==> config.mk <==
export PLATFORM = sky130hd
export DESIGN_NAME = sprite_writer
export DESIGN_NICKNAME = d
export VERILOG_FILES = /design/src/rtl/sprite_pkg.sv /design/src/rtl/sprite_buf.sv /design/src/rtl/sprite_writer.sv
export SDC_FILE = /design/constraint.sdc
export NUM_CORES = 1
export LEC_CHECK = 0
export BUFFER_PORTS_ARGS = -buffer_cell sky130_fd_sc_hd__buf_2
export CORE_MARGIN = 8
export CORE_UTILIZATION = 46
export CTS_BUF_LIST = sky130_fd_sc_hd__clkbuf_2
export DETAILED_ROUTE_END_ITERATION = 8
export PLACE_DENSITY_LB_ADDON = 0.05
export SYNTH_ARGS = -nofsm -noshare
export SYNTH_HDL_FRONTEND = slang
export SYNTH_HIERARCHICAL = 1
export SYNTH_SLANG_ARGS = --single-unit
==> constraint.sdc <==
create_clock -name clk -period 5.6 [get_ports clk]
set_input_delay 0.56 -clock clk [delete_from_list [all_inputs] [get_ports clk]]
set_output_delay 0.56 -clock clk [all_outputs]
set_load 0.02 [all_outputs]
==> src/rtl/sprite_pkg.sv <==
// Shared sizes, FSM state type and a row bit-reversal helper for the sprite writer.
package sprite_pkg;

  localparam int SPR_ROWS = 16;
  localparam int SPR_COLS = 32;
  localparam int ROW_AW   = 4;
  localparam int COL_AW   = 5;

  typedef enum logic [1:0] {
    IDLE  = 2'd0,
    CLEAR = 2'd1,
    LOAD  = 2'd2
  } sprite_wr_state_t;

  // Mirrors a row left-to-right: column 0 swaps with column 31.
  function automatic logic [SPR_COLS-1:0] bit_reverse(input logic [SPR_COLS-1:0] v);
    logic [SPR_COLS-1:0] r;
    for (int i = 0; i < SPR_COLS; i++) begin
      r[i] = v[SPR_COLS-1-i];
    end
    return r;
  endfunction

endpackage

==> src/rtl/sprite_buf.sv <==
// 16x32 sprite storage: one bit-enabled synchronous write port, one asynchronous read port.
module sprite_buf
  import sprite_pkg::*;
(
  input  logic                clk,
  input  logic                we,
  input  logic [ROW_AW-1:0]   wr_row,
  input  logic [SPR_COLS-1:0] wr_data,
  input  logic [SPR_COLS-1:0] wr_be,
  input  logic [ROW_AW-1:0]   rd_row,
  output logic [SPR_COLS-1:0] rd_data
);

  logic [SPR_COLS-1:0] rows [SPR_ROWS];

  // NOTE: the array has no reset on purpose; contents survive rst and are zeroed by a CLEAR.
  always_ff @(posedge clk) begin
    if (we) begin
      rows[wr_row] <= (rows[wr_row] & ~wr_be) | (wr_data & wr_be);
    end
  end

  assign rd_data = rows[rd_row];

endmodule

==> src/rtl/sprite_writer.sv <==
// Sprite buffer controller: bulk CLEAR, ROM LOAD (optionally mirrored) and single-pixel writes.
module sprite_writer
  import sprite_pkg::*;
#(
  parameter bit FLIP_X = 1'b0
) (
  input  logic                clk,
  input  logic                rst,
  input  logic                clear_start,
  input  logic                load_start,
  output logic [ROW_AW-1:0]   rom_addr,
  input  logic [SPR_COLS-1:0] rom_data,
  input  logic                wr_valid,
  output logic                wr_ready,
  input  logic [COL_AW-1:0]   wr_x,
  input  logic [ROW_AW-1:0]   wr_y,
  input  logic                wr_bit,
  input  logic [ROW_AW-1:0]   rd_addr,
  output logic [SPR_COLS-1:0] rd_data,
  output logic                busy,
  output logic                done
);

  sprite_wr_state_t    state_q;
  logic [ROW_AW-1:0]   cnt_q;
  logic                done_q;

  logic                buf_we;
  logic [ROW_AW-1:0]   buf_row;
  logic [SPR_COLS-1:0] buf_data;
  logic [SPR_COLS-1:0] buf_be;
  logic [SPR_COLS-1:0] load_row;
  logic                last_row;

  assign load_row = FLIP_X ? bit_reverse(rom_data) : rom_data;
  assign last_row = (cnt_q == ROW_AW'(SPR_ROWS - 1));

  assign busy     = (state_q != IDLE);
  assign wr_ready = (state_q == IDLE);
  assign done     = done_q;
  assign rom_addr = (state_q == LOAD) ? cnt_q : '0;

  // Write-port mux; column x lives at bit 31-x, hence the right shift of the MSB mask.
  // NOTE: every output gets a default first so no path leaves a latch behind.
  always_comb begin
    buf_we   = 1'b0;
    buf_row  = cnt_q;
    buf_data = '0;
    buf_be   = '1;
    unique case (state_q)
      CLEAR: buf_we = 1'b1;
      LOAD: begin
        buf_we   = 1'b1;
        buf_data = load_row;
      end
      default: begin
        buf_we   = wr_valid;
        buf_row  = wr_y;
        buf_data = {SPR_COLS{wr_bit}};
        buf_be   = {1'b1, {(SPR_COLS-1){1'b0}}} >> wr_x;
      end
    endcase
    if (rst) buf_we = 1'b0;
  end

  // NOTE: sequential state uses non-blocking assignments so all registers update together.
  always_ff @(posedge clk) begin
    if (rst) begin
      state_q <= IDLE;
      cnt_q   <= '0;
      done_q  <= 1'b0;
    end else begin
      done_q <= 1'b0;
      unique case (state_q)
        CLEAR, LOAD: begin
          cnt_q <= cnt_q + ROW_AW'(1);
          if (last_row) begin
            state_q <= IDLE;
            done_q  <= 1'b1;
          end
        end
        default: begin
          state_q <= IDLE;
          if (clear_start) begin
            state_q <= CLEAR;
            cnt_q   <= '0;
          end else if (load_start) begin
            state_q <= LOAD;
            cnt_q   <= '0;
          end
        end
      endcase
    end
  end

  sprite_buf u_buf (
    .clk     (clk),
    .we      (buf_we),
    .wr_row  (buf_row),
    .wr_data (buf_data),
    .wr_be   (buf_be),
    .rd_row  (rd_addr),
    .rd_data (rd_data)
  );

endmodule

# --- After elaboration in Yosys (flattened, before gate mapping) ---
# Memories as Yosys holds them, arrays and structs flattened.
# Index checks and enable logic that the tools add are counted.
totals:
  reg_bits: 7
  wordCells: 36
  ram_bits: 512
  n_memories: 1
  inputBits: 51
  latchBits: 0
  rom_bits: 0
  output_inout_bits: 39
op_classes:
  n_mul: 0
  n_mux: 16
  div: 0
  bitwise: 5
  n_lt_le_gt_ge: 0
  eq_ne: 4
  shifts: 1
  n_reduce_logical: 5
  n_addsub: 1
memory_table:
  columns: ["name", "words", "word_bits", "rd", "rd_ports_with_merged_regs", "wr", "line_no", "source"]
  rows:
  - ["u_buf.rows", 16, 32, 2, 0, 1, "sprite_buf.sv:14", "logic [SPR_COLS-1:0] rows [SPR_ROWS];"]
op_table:
  columns: ["operator", "n"]
  rows:
  - ["bitwise AND 32 bit", 2]
  - ["one-hot mux 32 bit (2 select lines)", 1]
  - ["2-to-1 mux 32 bit", 1]
  - ["inverter 32 bit", 1]
  - ["bitwise OR 32 bit", 1]
  - [">> shifter 32 x 5 -> 32 bit (first input constant)", 1]
  - ["2-to-1 mux 4 bit", 5]
  - ["2-to-1 mux 2 bit", 4]
  - ["2-to-1 mux 1 bit", 5]
  - ["adder 4 x 1 -> 4 bit (second input constant)", 1]
  - ["== test 4 bit (second input constant)", 1]
  - ["OR reduction 2 bit", 2]
  - ["nonzero test 3 bit", 1]
  - ["== test 2 x 1 -> 1 bit (second input constant)", 1]
  - ["== test 2 bit (second input constant)", 1]
  - ["zero test 2 bit", 1]
  - ["inequality test 2 x 1 -> 1 bit (second input constant)", 1]
  - ["nonzero test 2 bit", 1]
  - ["inverter 1 bit", 1]

# --- Longest topological paths before layout ---
depth:
  ltp_word: 6
  depth_mapped: 12
  mapped_depth_nobuf: 7

# --- Modules after synthesis ---
# The synthesis kept the hierarchy.
by_module_without_submodules:
  columns: ["mod", "instances", "area_per_inst_um2", "cells_each", "seq_area_each_um2"]
  rows:
  - ["sprite_buf", 1, 23866.6, 1194, 15374.7]
  - ["sprite_writer", 1, 1093.5, 142, 140.1]

# --- Worst setup path before layout ---
# OpenSTA, ideal clock, no wires.
synth_timing:
  kind: "register to register"
  start: "register state_q[1]"
  end: "memory u_buf.rows[0][0] (enable)"
  arrival_ns: 3.726
  slack_ns: 1.452
  stages_incl_launch_ff: 11
  t_required_ns: 5.179
  setup_ns: 0.421
  period_less_slack_ns: 4.148
  n_path_buf: 5
  cell_sequence: "dfxtp_1 -> inv_1 -> ha_1 -> buf_6 -> mux2_2 -> buf_6 -> buf_6 -> buf_4 -> buf_2 -> or3b_2 -> nor2_1"
synth_between:
  word_cells_on_any_way: 8
  cone_classes: "2 x eq/ne; 5 x mux; 1 x reduce/logical"
synth_lines:
  columns: ["element", "line_no", "source"]
  rows:
  - ["start, declared", "sprite_writer.sv:24", "sprite_wr_state_t state_q;"]
  - ["start signal, assigned", "sprite_writer.sv:69", "state_q <= IDLE;"]
  - ["start signal, assigned", "sprite_writer.sv:78", "state_q <= IDLE;"]
  - ["start signal, assigned", "sprite_writer.sv:83", "state_q <= IDLE;"]
  - ["== test 2 bit or == test 2 x 1 -> 1 bit (tied branches)", "sprite_writer.sv:50", "unique case (state_q)"]
  - ["OR reduction 2 bit (no line) *", null, null]
  - ["2-to-1 mux 4 bit *", "sprite_writer.sv:50", null]
  - ["net buf_row[0]", "sprite_writer.sv:29", "logic [ROW_AW-1:0] buf_row;"]
  - ["end, declared", "sprite_buf.sv:14", null]
# Mark *: on every way through the listed nets, which the timed path passes. The rest lies on a longest branch.

# --- Worst setup path after layout ---
layout_timing:
  start: "register state_q[1]"
  end: "memory u_buf.rows[14][2], data pin"
layout_between:
  elab_chain_cells: 6
  word_cells_on_any_way: 11
  cone_classes: "2 x eq/ne; 3 x mux; 4 x bitwise; 1 x reduce/logical; 1 x memory"
layout_rtl:
  columns: ["element", "line_no", "source"]
  rows:
  - ["== test 2 bit or == test 2 x 1 -> 1 bit (tied branches)", "sprite_writer.sv:50", null]
  - ["OR reduction 2 bit (no line) *", null, null]
  - ["2-to-1 mux 4 bit *", "sprite_writer.sv:50", null]
  - ["net buf_row[1]", "sprite_writer.sv:29", null]
  - ["memory (16 x 32 bit) *", null, null]
  - ["bitwise AND 32 bit *", "sprite_buf.sv:19", "rows[wr_row] <= (rows[wr_row] & ~wr_be) | (wr_data & wr_be);"]
  - ["bitwise OR 32 bit *", "sprite_buf.sv:19", null]
# Marked as above.

==> results.md <==
* Num CTS Buffers at 140
* Nets at 1600
* Worst Hold Depth at 4
* Max IR drop VDD at between 0.15 and 0.2 mV
* Fraction of final layout cells sized beyond drive strength 1 at around a third
* Max Freq at between 200 and 250 MHz
* Final period util at between 70% and 80%
* Quantity of gates resized following cts at 0
* Number of filler cells placed in the layout at 4395
* Half-perimeter wire length of the detailed placement result at between 40 and 50 mm
* Final Hold Violating Endpoints at 0
* Predominant post-synthesis flop cell: sky130_fd_sc_hd__edfxtp_1
* Data required time at the worst endpoint at around 6500 ps
* Layout Cells excl Fill at ~2.4k
* Setup slack of the worst register-to-register path at about 1200 ps
* Category of the critical setup timing path: flip-flop to flip-flop
* Final Max Slew Viols at 0
* Synth Area in Compound Gates at 5.28%
* Worst setup skew after layout at about 85 ps
* Setup violators final at 0
* Drt via density at 6.39
* Commonest cells after routing, fill and taps aside: sky130_fd_sc_hd__edfxtp_1, sky130_fd_sc_hd__clkbuf_2, sky130_fd_sc_hd__mux4_2, sky130_fd_sc_hd__mux2i_1, sky130_fd_sc_hd__buf_2
* Count of flip-flops with a built-in enable after synthesis at roughly 500
* Std cell rows at 85
* Antenna Nets Post-Route at 0
* Number of global-route vias before repair at 15.6k
* Basic-gate share of the synthesized area counting and, or, nand and nor cells at roughly 2.9%
* Count of clock tree sinks at roughly 520
* WP data arrival at between 5000 and 6000 ps
* Max-slew headroom at 19.9%
* Detailed-routing iteration count for the pre-antenna-repair pass at 7
* Post-synthesis cell type count at 40
* Multiplexer share of the synthesized area at 26.3%
* Slew at the pin closest to its max-slew limit at 1200 ps
* Buffers inserted by post-CTS timing repair at 0
* Drt wl/cell at approximately 32 µm
* Critical R2R Launch: state_q[1]
* CTS Root Cell: sky130_fd_sc_hd__clkbuf_2
* Clock period minus final worst setup slack at ~4400 ps
* Deepest level of the CTS H-tree at 4
* Sequential element share of the synthesized area at 62.2%
* Total power divided by cell area at between 300 and 400 nW/µm²
* Post-synthesis share of cell area spent on xor and xnor gates at 0%
* Share of synthesized cell area in full adder, half adder and majority cells at less than 1%
* Maximum number of pins on one net before global-route repair at 84
* Count of maximum capacitance violations at 0
* Area of the core at approximately 54000 µm²
* Clock tree from TritonCTS: built
* Layout Utilization at a little over half
* Dpl cells at a little over 2k
* Start point of the worst hold path: rom_data[14]
* Kind of path behind the tightest hold check: input pin to flip-flop
* Number of antenna violations at the first check in global routing at 3
* Overall track demand over capacity in global routing at 23.8%
* Die Span X at ~250 µm
* Gate count after technology mapping at approximately 1.3k
* DRC violations left at 0
* First-pass GRT wire length at 107 mm
* Total negative slack at 0 ps
* Combined area of all synthesized cells at around 25000 µm²
* Category of the worst setup path launch point: flip-flop
* GRT Residual Overflow at 0
* Synthesized flop and latch total at approximately 520
* Largest buffer count on any clock path at 3
* Quantity of I/O buffers inserted on ports at 89
* Total detailed-routing wirelength at approximately 74 mm
* Result of the run: finished, final reports clean
* Cts hold-fix bufs at 38
* Total die area at approximately 62000 µm²
* Relative area change from synthesis to final layout at 12.0%
* Nature of the critical path endpoint: flip-flop
* Post-synth net total at roughly 1.4k
* Starting utilization of the core area at between 40 and 50%
* Ports at 90
* Largest fanout of any net on the critical path at 21
* Leading cell type in the layout, fill and taps excluded: sky130_fd_sc_hd__edfxtp_1
* Synth Area per Inst at 18.7 µm²
* Clock-pin slew of the registers on the worst-case setup and hold paths at approximately 120 ps
* Final weighted congestion in routability-driven placement at ~0.80
* Number of vias after detailed routing at between 15k and 20k
* Drt first-iter violations at ~1.2k
* Combinational family with the most area after synthesis: multiplexers
* Hold Crit Endpoint: u_buf/rows[15][14]
* Overall die height at around 250 µm
* Leakage dissipation at ~9.8 nW
* Setup repair after global routing missed its margin: no
* Capture point of the worst reg-to-reg path: u_buf/rows[14][2]
* Yosys warnings at 6
* Overall power of the completed layout at about 9 mW
* Register-to-Register Path Depth at 8
* Clock insertion delay at the later pin of the skew report at 1300 ps
* Synth async-reset ratio at 0%
-- synth_stat cells, types with 4 or more instances --
master                     instances  area (µm²)
sky130_fd_sc_hd__and2_1            6        37.5
sky130_fd_sc_hd__nor2_1           31         116
sky130_fd_sc_hd__a31o_1            4        35.0
sky130_fd_sc_hd__o21bai_1         16         120
sky130_fd_sc_hd__nor3_1           14        70.1
sky130_fd_sc_hd__edfxtp_1        512       15400
sky130_fd_sc_hd__dfxtp_1           7         140
sky130_fd_sc_hd__a21oi_1          28         140
sky130_fd_sc_hd__buf_4            10        75.1
sky130_fd_sc_hd__a32oi_1           7        61.3
sky130_fd_sc_hd__nand3b_1          8        60.1
sky130_fd_sc_hd__clkbuf_1         32         120
sky130_fd_sc_hd__a21o_1           44         330
sky130_fd_sc_hd__nand2_1           9        33.8
sky130_fd_sc_hd__mux4_2          174        3920
sky130_fd_sc_hd__nor2b_1           5        31.3
sky130_fd_sc_hd__or2_2             8        50.1
sky130_fd_sc_hd__mux2i_1         123        1230
sky130_fd_sc_hd__mux2_2           10         113
sky130_fd_sc_hd__a22oi_1           7        52.6
sky130_fd_sc_hd__nand3_1           6        30.0
sky130_fd_sc_hd__mux4_1           50        1310
sky130_fd_sc_hd__buf_6            19         214
sky130_fd_sc_hd__buf_2            31         155
sky130_fd_sc_hd__nand2b_1          5        31.3
sky130_fd_sc_hd__a22o_1           26         228
sky130_fd_sc_hd__buf_1             7        26.3
sky130_fd_sc_hd__inv_1            35         131
sky130_fd_sc_hd__o22ai_1          52         325
sky130_fd_sc_hd__nor4_1           32         200
-- power breakdown --
part	total, mW	switching [mW]	internal [mW]
registers	4.72	0.0373	4.68
clock network	2.68	1.59	1.09
logic	1.60	1.01	0.596
-- cells by family (layout without fill, tap and decap cells) --
logic type	count (synthesis)	count (layout)
buf+inv	138	455
other cells	0	3
flops	519	519
simple gates	132	132
fa+ha+maj	3	3
compound gates	187	187
mux	357	357
-- per-layer routing --
metal  global-route usage [%]  share of wire [%]
met3                     4.85                6.8
met1                     31.8                 41
met2                     39.2                 50
met5                        0                  0
met4                     7.65                2.2
-- state kept, by name (all words and copies together), names as in the netlist --
signal / flops
cnt_q: 4
done: 1
state_q: 2
u_buf/rows: 512
-- area by class of cell --
type	instances	area, µm²	area share, %
Clock inverter	39	208	0.743
Inverter	35	131	0.470
Tap cell	696	871	3.12
Clock buffer	210	1050	3.76
Multi-Input combinational cell	679	8840	31.6
Antenna cell	3	7.51	0.0269
Sequential cell	519	15500	55.5
Timing Repair Buffer	171	1320	4.74
-- stage by stage --
step / hold slack (ps) / cell area (µm²) / setup WS (ps)
after floorplan: 444 / 25000 / 1450
after detailed placement: 473 / 26300 / 1190
final: 145 / 27900 / 1200
after global placement: 456 / 26300 / 1340
after global routing: 117 / 27900 / 978
after CTS: 0.250 / 27900 / 1190
-- worst max-delay path by stage --
stage	startpoint	endpoint	slack, ps
after floorplan	state_q[1]	u_buf/rows[0][0]	1450
after global placement	state_q[1]	u_buf/rows[3][6]	1340
after detailed placement	state_q[1]	u_buf/rows[0][14]	1190
after CTS	state_q[1]	u_buf/rows[14][2]	1190
after global routing	state_q[1]	u_buf/rows[10][10]	980
final	state_q[1]	u_buf/rows[14][2]	1200
-- critical path, cell delays in order (launching register included) --
cell,delay [ps]
sky130_fd_sc_hd__dfxtp_1,370
sky130_fd_sc_hd__inv_1,50
sky130_fd_sc_hd__ha_2,600
sky130_fd_sc_hd__mux2_2,540
sky130_fd_sc_hd__nand3b_1,890
sky130_fd_sc_hd__buf_4,550
sky130_fd_sc_hd__o22ai_1,160
sky130_fd_sc_hd__nor4_1,70
sky130_fd_sc_hd__a21oi_1,830
No activity file was read; power rests on OpenSTA's default activity.
